==> src/rtl/pipeline_result_checker_pkg.sv <==
// Shared widths and FSM encoding for the pipeline result checker.
package pipeline_result_checker_pkg;
    localparam int PC_W  = 64;
    localparam int IDX_W = 3;
    localparam int WD_W  = 16;
    localparam int DLY_W = 16;

    typedef enum logic [2:0] {
        S_IDLE    = 3'd0,
        S_ARMED   = 3'd1,
        S_DELAY   = 3'd2,
        S_COMPARE = 3'd3,
        S_DONE    = 3'd4,
        S_TMO     = 3'd5
    } state_t;
endpackage

==> src/rtl/pipeline_result_checker_watchdog.sv <==
// 16-bit saturating watchdog; expired is a level once the count reaches the limit.
module watchdog_counter
    import pipeline_result_checker_pkg::*;
(
    input  logic            Clk,
    input  logic            Rst,
    input  logic            i_clear,
    input  logic            i_enable,
    input  logic [WD_W-1:0] i_limit,
    output logic            o_expired
);
    logic [WD_W-1:0] r_count;

    always_ff @(posedge Clk) begin
        if (Rst || i_clear)
            r_count <= '0;
        else if (i_enable && (r_count != '1))
            r_count <= r_count + 1'b1;
    end

    assign o_expired = (r_count >= i_limit);
endmodule

==> config.mk <==
export PLATFORM = sky130hd
export DESIGN_NAME = watchdog_counter
export DESIGN_NICKNAME = d
export VERILOG_FILES = /design/src/rtl/pipeline_result_checker_pkg.sv /design/src/rtl/pipeline_result_checker_watchdog.sv
export SDC_FILE = /design/constraint.sdc
export NUM_CORES = 1
export LEC_CHECK = 0
export ABC_AREA = 0
export CAP_MARGIN = 15
export CORE_MARGIN = 8
export CORE_UTILIZATION = 50
export CTS_BUF_LIST = sky130_fd_sc_hd__clkbuf_2 sky130_fd_sc_hd__clkbuf_4 sky130_fd_sc_hd__clkbuf_8
export DETAILED_ROUTE_END_ITERATION = 16
export HOLD_SLACK_MARGIN = 0.05
export PLACE_DENSITY = 0.72
export SLEW_MARGIN = 20
export SYNTH_ARGS = -nofsm -noshare
export SYNTH_HDL_FRONTEND = slang
export SYNTH_SLANG_ARGS = --single-unit
==> constraint.sdc <==
create_clock -name Clk -period 4.75 [get_ports Clk]
set_input_delay 0.7125 -clock Clk [delete_from_list [all_inputs] [get_ports Clk]]
set_output_delay 0.7125 -clock Clk [all_outputs]
set_load 0.02 [all_outputs]
==> summary by stage, run 1 <==
Status
The flow ran to the end, and the final reports show no timing, DRC or antenna violations.

Floorplanning
The die outline area is 0.00426 mm^2. The initial utilization of the core area, before any placement, comes to 50.9%. After floorplanning, the core was divided into 18 placement rows.

For this design the top-level I/O count stands at 21. The height of the chip is 65.3 um. In this run the horizontal extent of the chip is 65.3 um. The total area inside the core boundary comes to 0.00239 mm^2.

Worst setup path
The largest driver fanout on the critical path is 2. The category of the most critical setup path is in2out. STA puts the critical path data required time at 4.04 ns. On the worst path, the slowest cell contributes a delay of 0.54 ns. The worst setup path startpoint is i_limit[13]. The critical path's slowest cell is sky130_fd_sc_hd__clkdlybuf4s50_1. The worst setup path is launched from an input pin.

In this run the critical register-to-register path is launched from r_count[1]. The kind of end point of the critical path is an output pin. Walking the worst path, the cells encountered are clkdlybuf4s50_1, inv_1, ha_1, a21o_1, a21o_1, a211oi_1, nand3_1, clkdlybuf4s50_1.

The buffering stage count on the worst path with inverters included is 3. The cell family contributing the most delay on the critical path is buffers and inverters. At the worst endpoint, the arrival time is 2.75 ns.

Power and ir drop
The leakage power figure is between 0.0006 and 0.0007 uW. In this run the power density over the cells is 178 mW/mm^2. The worst-case vdd ir drop is 0.160 mV.

Yosys
Of the total synthesized cell area, the portion taken by XOR and XNOR cells is 6.49%. The dominant combinational cell family by area after synthesis is simple AND/OR/NAND/NOR gates. The count of different cell masters after synthesis is 32. The Yosys step of the flow raised 0 warnings. The synthesized cell area is 0.00121 mm^2. Synthesis handed over a netlist of 148 instances. The synthesis-stage register bit count is 16. After synthesis, the share of flip-flops with an asynchronous set or reset is 0%. The share of synthesized cell area in full adder, half adder and majority cells is 17.5%. The synthesized netlist devotes about an eighth of its cell area to compound gates. After Yosys synthesis, and, or, nand and nor cells account for 29.0% of the synthesized area. The most used flip-flop cell after synthesis is sky130_fd_sc_hd__dfxtp_1. A synthesized cell averages ~8 um^2.

Counting every net in the synthesized netlist gives around 190. In the synthesized netlist, mux cells make up less than 1% of the area. In this run, synthesis inferred 0 flip-flops with an integrated enable.

The share of the yosys chip area belonging to registers is 26.4%.

Timing
The final hold violation count is 0. The worst max-slew margin expressed relative to the limit is between 80% and 90%. For the pin with the worst max-slew slack, the measured transition is 0.299 ns. The final critical path takes up 72.8% of the cycle. Setup repair after global routing left no endpoint under its margin. Setup violations remaining at the end of the flow were counted as 0. The total negative slack is 0 ns. The number of pins exceeding their max-slew limit in the final report is 0. The final critical-path required period is approximately 3.5 ns. The highest attainable clock frequency is a little under 300 MHz.

The final setup skew is 0.00304 ns.

Finish
The total number of nets in the final design is 207. More flip-flops sit in one register than any other, and that register is r_count. The finished layout holds 199 standard cells, fillers aside. The number of flip-flops in the largest register is 16. The proportion of layout cells with a drive suffix above 1 is between 8 and 9%.

The layout has 215 filler cells. The number of antenna diodes in the final layout is 0. In the final layout, the registers with the most flip-flops are r_count (16). Relative to the synthesized area, the layout overhead comes to 21.0%.

Clock tree
Post-CTS timing repair inserted 0 buffers for setup. The number of hold buffers added after CTS was 0. The maximum count of clock buffers along a single path is 2.

In this run, post-CTS repair resized a total of 0 instances. TritonCTS built the clock tree. The depth of the CTS H-tree is 1. The insertion delay to the later sink of the worst-skew pair is approximately 0.30 ns.

CTS placed an instance of sky130_fd_sc_hd__clkbuf_4 at the clock tree root. In this run, CTS created clock tree buffers numbering 3. The number of sinks driven by the clock tree is 16. The clock-pin slew on the worst setup and hold paths is 0.10 ns.

Global route
The aggregate global-route resource usage is 13.2%. The global-route wire length before repair is 4650 um. The largest net degree at the start of global routing is 17. The via count of the first global-routing pass is 1,137. The number of antenna violations at the first check in global routing is 0. After global routing the overflow that remains totals 0.

Detailed routing
The wire length reported by the detailed router is 2590 um. The post-route antenna net violation count is 0. For this run, design rule violations remaining after detail routing come to 0. In the routed layout, each cell is associated on average with a via count of between 5 and 6. The detailed-route via count is 1,074. For this run, the detailed router's first-pass iteration total came to 4.

For this block, the initial DRC count from the detailed router was 20. The wire length per cell after detailed routing is 13.0 um.

Worst hold path
In this run the most critical hold path is launched from r_count[6]. In this run the worst hold path is classified as reg2reg.

Place
The half-perimeter wire length of the detailed placement result is between 2000 and 2500 um. Including well taps, the total number of placed cells is slightly below 200. The number of port buffers is 20. Routability-driven placement finished with a final weighted congestion of 0.846.

Job
The tool flagged a number of max-cap violations equal to 0.
-- cell type report --
type / count / area, um^2 / share of cell area (%)
Tap cell: 30 / 37.5 / 2.55
Inverter: 18 / 67.6 / 4.60
Clock buffer: 4 / 36.3 / 2.47
Timing Repair Buffer: 20 / 200 / 13.6
Sequential cell: 16 / 320 / 21.8
Multi-Input combinational cell: 111 / 808 / 55.0
-- cell usage in the layout (no fill, tap or decap) --
cell                              synthesis  routed
sky130_fd_sc_hd__ha_1                    17      17
sky130_fd_sc_hd__or2_2                    1       1
sky130_fd_sc_hd__clkbuf_8                 0       1
sky130_fd_sc_hd__and4_2                   1       1
sky130_fd_sc_hd__clkbuf_4                 0       3
sky130_fd_sc_hd__nor3_2                   3       3
sky130_fd_sc_hd__xor2_1                   4       4
sky130_fd_sc_hd__nand3b_1                 1       1
sky130_fd_sc_hd__o21ai_0                  3       3
sky130_fd_sc_hd__dfxtp_1                 16      16
sky130_fd_sc_hd__nor2_1                  17      17
sky130_fd_sc_hd__and4_1                   3       3
sky130_fd_sc_hd__nand2b_1                 1       1
sky130_fd_sc_hd__nand2_1                  9       9
sky130_fd_sc_hd__nand4_2                  1       1
sky130_fd_sc_hd__a21oi_1                  8       8
sky130_fd_sc_hd__a31oi_1                  2       2
sky130_fd_sc_hd__o21bai_1                 1       1
sky130_fd_sc_hd__a21o_1                   3       3
sky130_fd_sc_hd__nand3_2                  1       1
sky130_fd_sc_hd__mux2i_1                  1       1
sky130_fd_sc_hd__or3_1                    1       1
sky130_fd_sc_hd__xnor2_1                  5       5
sky130_fd_sc_hd__inv_1                   18      18
sky130_fd_sc_hd__nand3_1                  6       6
sky130_fd_sc_hd__clkdlybuf4s50_1          0      20
sky130_fd_sc_hd__nand4_1                  7       7
sky130_fd_sc_hd__a211oi_2                 1       1
sky130_fd_sc_hd__and3_1                   3       3
sky130_fd_sc_hd__and4_4                   2       2
sky130_fd_sc_hd__o31ai_4                  1       1
sky130_fd_sc_hd__nor3_1                   5       5
sky130_fd_sc_hd__a211oi_1                 3       3
-- power breakdown --
group	internal [uW]	switching, uW	total [uW]
Sequential	135	0.483	135
Clock	46.8	46.4	93.3
Combinational	20.6	12.3	32.8
Total	202	59.2	261
-- worst paths after layout --
path / end / slack, ns / depth (start not counted)
hold / removal: r_count[6] / 0.54 / 1
hold reg to reg: r_count[6] / 0.54 / 1
setup reg to reg: r_count[5] / 3.14 / 6
setup / recovery: o_expired / 1.29 / 8
-- per-layer routing --
metal / GRT usage (%) / wire length, um / up-vias
li1: - / - / 566
met1: 13.5 / 1130 / 490
met2: 25.2 / 1320 / 15
met3: 2.38 / 97 / 3
met4: 5.72 / 38 / 0
met5: 0 / 0 / -
-- synthesized netlist by cell type, types with 2 or more instances --
| cell type | count | area (um^2) |
|---|---|---|
| sky130_fd_sc_hd__xnor2_1 | 5 | 43.8 |
| sky130_fd_sc_hd__a21oi_1 | 8 | 40.0 |
| sky130_fd_sc_hd__o21ai_0 | 3 | 15.0 |
| sky130_fd_sc_hd__nor2_1 | 17 | 63.8 |
| sky130_fd_sc_hd__and3_1 | 3 | 18.8 |
| sky130_fd_sc_hd__nor3_2 | 3 | 30.0 |
| sky130_fd_sc_hd__a211oi_1 | 3 | 22.5 |
| sky130_fd_sc_hd__xor2_1 | 4 | 35.0 |
| sky130_fd_sc_hd__inv_1 | 18 | 67.6 |
| sky130_fd_sc_hd__nand3_1 | 6 | 30.0 |
| sky130_fd_sc_hd__nand2_1 | 9 | 33.8 |
| sky130_fd_sc_hd__nor3_1 | 5 | 25.0 |
| sky130_fd_sc_hd__dfxtp_1 | 16 | 320 |
| sky130_fd_sc_hd__clkbuf_1 | 2 | 7.51 |
| sky130_fd_sc_hd__and4_4 | 2 | 22.5 |
| sky130_fd_sc_hd__nand4_1 | 7 | 43.8 |
| sky130_fd_sc_hd__a21o_1 | 3 | 22.5 |
| sky130_fd_sc_hd__a31oi_1 | 2 | 12.5 |
| sky130_fd_sc_hd__ha_1 | 17 | 213 |
| sky130_fd_sc_hd__and4_1 | 3 | 26.3 |
-- kinds of logic after synthesis --
kind of cell / count (synthesis)
AO/OA/AOI/OAI: 22
AND/OR/NAND/NOR: 62
flip-flops: 16
buffers and inverters: 21
multiplexers: 1
adder cells (fa/ha/maj): 17
XOR/XNOR: 9
-- stage by stage --
stage | utilization (%) | cell area, um^2 | power, uW | hold WS [ns] | setup WS [ns]
after floorplan | - | 1210 | 152 | 0.475 | 2.25
after CTS | 61.6 | 1470 | 264 | 0.541 | 1.28
after detailed placement | 60.1 | 1430 | 171 | 0.517 | 1.27
after global routing | 61.6 | 1470 | 273 | 0.589 | 1.17
after global placement | 60.1 | 1430 | 170 | 0.506 | 1.32
final | 61.6 | 1470 | 261 | 0.535 | 1.29
Note: power is estimated with default switching activity, not from simulation.
==> run 2: changes to the inputs <==
- clock period: 4.75 -> 3.2 ns (I/O delays scaled with it)
==> run 2 against run 1 <==
  * Routed wire length increased by 0.62%
  * Hold slack about the same
  * Clock-buffer cell count unchanged
  * Sequential power increased by 49%
  * Largest cell class unchanged
  * Highest routed layer unchanged
  * Worst setup slack got worse by 1.1 ns
==> summary by stage, run 2 (synthesis gave the netlist of run 1 again) <==
Timing
The count of final setup violators is 0 (unchanged). The total negative slack is 0 ns (unchanged). The final hold violation count is 0 (unchanged). Setup repair after global routing left no endpoint under its margin.

The final setup skew was 0.00774 ns (+0.00470 ns). The worst hold slack is 0.535 ns (-0.000469 ns). The final critical-path required period is 2.97 ns.

The slew at the pin closest to its max-slew limit is 0.300 ns (+0.000727 ns). The number of pins exceeding their max-slew limit in the final report is 0 (unchanged). In the finished design, the share of the clock period the worst path needs comes to 92.8%. The worst max-slew margin expressed relative to the limit was 80.0% (about the same). The final setup slack of the worst path is 0.231 ns (-1.06 ns).

The highest attainable clock frequency is 337 MHz.

Clock tree
The number of buffers created by CTS came to 3 (unchanged). The maximum count of clock buffers along a single path came to 2 (unchanged). The depth of the CTS H-tree is 1 (unchanged).

The number of gates resized after cts is 0 (unchanged). The number of setup buffers added after CTS is 0 (unchanged). The insertion delay to the later sink of the worst-skew pair is 0.29 ns (about the same).

The tree is rooted in a sky130_fd_sc_hd__clkbuf_4. The number of sinks driven by the clock tree is 16 (unchanged). TritonCTS built the clock tree.

The hold buffer count at CTS was 0 (unchanged). The clock-pin slew on the worst setup and hold paths is 0.09 ns (about the same).

Global route
The global-route wire length before repair is 4530 um (-2.5%). The aggregate global-route resource usage is 12.8% (-0.35 points). The overflow left after global routing is 0 (unchanged).

The largest net degree at the start of global routing is 17 (unchanged). The via count of the first global-routing pass was 1,117 (-1.8%). The number of antenna violations at the first check in global routing is 0 (unchanged).

Worst setup path
The peak per-stage delay on the critical path is 0.54 ns (about the same). STA classifies the critical path startpoint as an input pin. The slowest stage of the critical path belongs to the cell sky130_fd_sc_hd__clkdlybuf4s50_1. The worst register-to-register path ends at r_count[1]. The setup path with the least slack is of type in2out. The timing endpoint of the critical path is o_expired.

The cell count of the worst reg-to-reg path is 5 (-1). Traced cell by cell, the critical path runs through clkdlybuf4s50_1, inv_1, ha_1, a21o_1, a21o_1, a211oi_1, nand3_1, clkdlybuf4s50_1. The largest driver fanout on the critical path is 2 (unchanged). The kind of end point of the critical path is an output pin. The worst setup path startpoint is i_limit[13]. The data required time at the worst endpoint was 2.72 ns (-1.32 ns).

The worst reg-to-reg setup slack was 1.60 ns (-1.54 ns). The arrival time at the worst endpoint is 2.49 ns (-0.26 ns). The launching point of the worst reg2reg path is r_count[12].

Detailed routing
The number of vias per cell after detailed routing is 5.38 (-0.37%). The post-route antenna net violation count is 0 (unchanged). The DRC violation total after the first TritonRoute iteration came to 26 (+30%).

The wire length reported by the detailed router was 2600 um (+0.62%). The length of the first detailed-routing pass in iterations is 4 (unchanged). The remaining design rule violation count is 0 (unchanged). The detailed-route via count is 1,070 (-0.37%). The wire length per cell after detailed routing is 13.1 um (+0.62%).

Power and ir drop
The worst-case vdd ir drop is 0.231 mV (+45%). The power density over cell area is 262 mW/mm^2 (+48%). The leakage power figure was 0.000650 uW (unchanged).

Status
The flow ran to the end, and the final reports show no timing, DRC or antenna violations.

Finish
The largest registers in the layout are r_count (16). The antenna diode count is 0 (unchanged). The proportion of layout cells with a drive suffix above 1 is 8.88% (unchanged). The combined area of the multi-input logic cells is 808 um^2 (unchanged). The post-synthesis to final-layout area growth is 21.0% (unchanged). The final cell area excluding filler cells is 0.00147 mm^2 (unchanged). The number of flip-flops in the largest register is 16 (unchanged). Counting flops per register, the top entry is r_count. The final standard cell utilization of the core is 61.6% (unchanged). The most common cell after layout, fill and taps aside is sky130_fd_sc_hd__clkdlybuf4s50_1.

The total number of nets in the final design is 207 (unchanged). The total of fill cells in the finished design is 206 (-4.2%). The sequential cell area is 320 um^2 (unchanged). In the layout the commonest cells are sky130_fd_sc_hd__clkdlybuf4s50_1, sky130_fd_sc_hd__inv_1, sky130_fd_sc_hd__nor2_1, sky130_fd_sc_hd__ha_1, sky130_fd_sc_hd__dfxtp_1.

Floorplanning
The count of boundary I/O pins is 21 (unchanged). The width of the die came to 65.3 um (unchanged). The number of placement rows is 18 (unchanged).

The height of the chip was 65.3 um (unchanged). The core region area was 0.00239 mm^2 (unchanged). The die outline area came to 0.00426 mm^2 (unchanged). The starting utilization of the core area is 50.9% (unchanged).

Place
The post-detailed-placement cell area is 0.00143 mm^2 (unchanged). The number of port buffers is 20 (unchanged). The worst slack at placement is 0.228 ns (-1.04 ns). The half-perimeter wire length of the detailed placement result was 2100 um (-0.72%). The weighted congestion reported at the end of routability-driven placement is 0.846 (unchanged).

Worst hold path
The class of the most critical hold timing path is reg2reg.

Job
The number of max-capacitance violations reported is 0 (unchanged).
## run 2: cell counts in the layout (fill, tap and decap cells not counted)
Identical to the previous run, type by type.
## run 2: cell type report
class / instances / area share, %
Clock buffer: 4 / 2.47
Inverter: 18 / 4.60
Multi-Input combinational cell: 111 / 55.0
Sequential cell: 16 / 21.8
Tap cell: 30 / 2.55
Timing Repair Buffer: 20 / 13.6
## run 2: through the flow
| step | total power (uW) | cells |
|---|---|---|
| floorplan | 226 | 148 |
| global placement | 252 | 195 |
| detailed placement | 254 | 195 |
| CTS | 390 | 199 |
| global route | 406 | 199 |
| finish | 385 | 199 |
## run 2: critical path, delay by kind of cell
kind | cells | cell delay (ns)
compound gates | 3 | 0.59
simple gates | 1 | 0.10
buf+inv | 3 | 1.03
fa+ha+maj | 1 | 0.30
## run 2: where the power goes
group          internal (uW)  switching, uW  total (uW)
Clock                   69.3           66.9         136
Sequential               200          0.708         201
Combinational           30.5           18.1        48.6
Total                    300           85.6         385
## run 2: worst min path at each step
| stage | endpoint | slack (ns) | from | cells past startpoint |
|---|---|---|---|---|
| floorplan | r_count[6] | 0.48 | r_count[6] | 1 |
| global placement | r_count[6] | 0.51 | r_count[6] | 1 |
| detailed placement | r_count[6] | 0.52 | r_count[6] | 1 |
| CTS | r_count[6] | 0.54 | r_count[6] | 1 |
| global route | r_count[6] | 0.59 | r_count[6] | 1 |
| finish | r_count[6] | 0.53 | r_count[6] | 1 |
## run 2: routing by layer
metal / wire (um) / part of all wire [%] / track usage [%]
met1: 1170 / 45 / 13.0
met2: 1330 / 51 / 24.7
met3: 89 / 3.4 / 3.23
met4: 17 / 0.65 / 4.09
met5: 0 / 0 / 0
==> run 3: changes to the inputs <==
- SLEW_MARGIN: 20 -> not set
==> results of run 3 <==
Same layout as run 2: the final DEF is identical, and so are final timing and power.
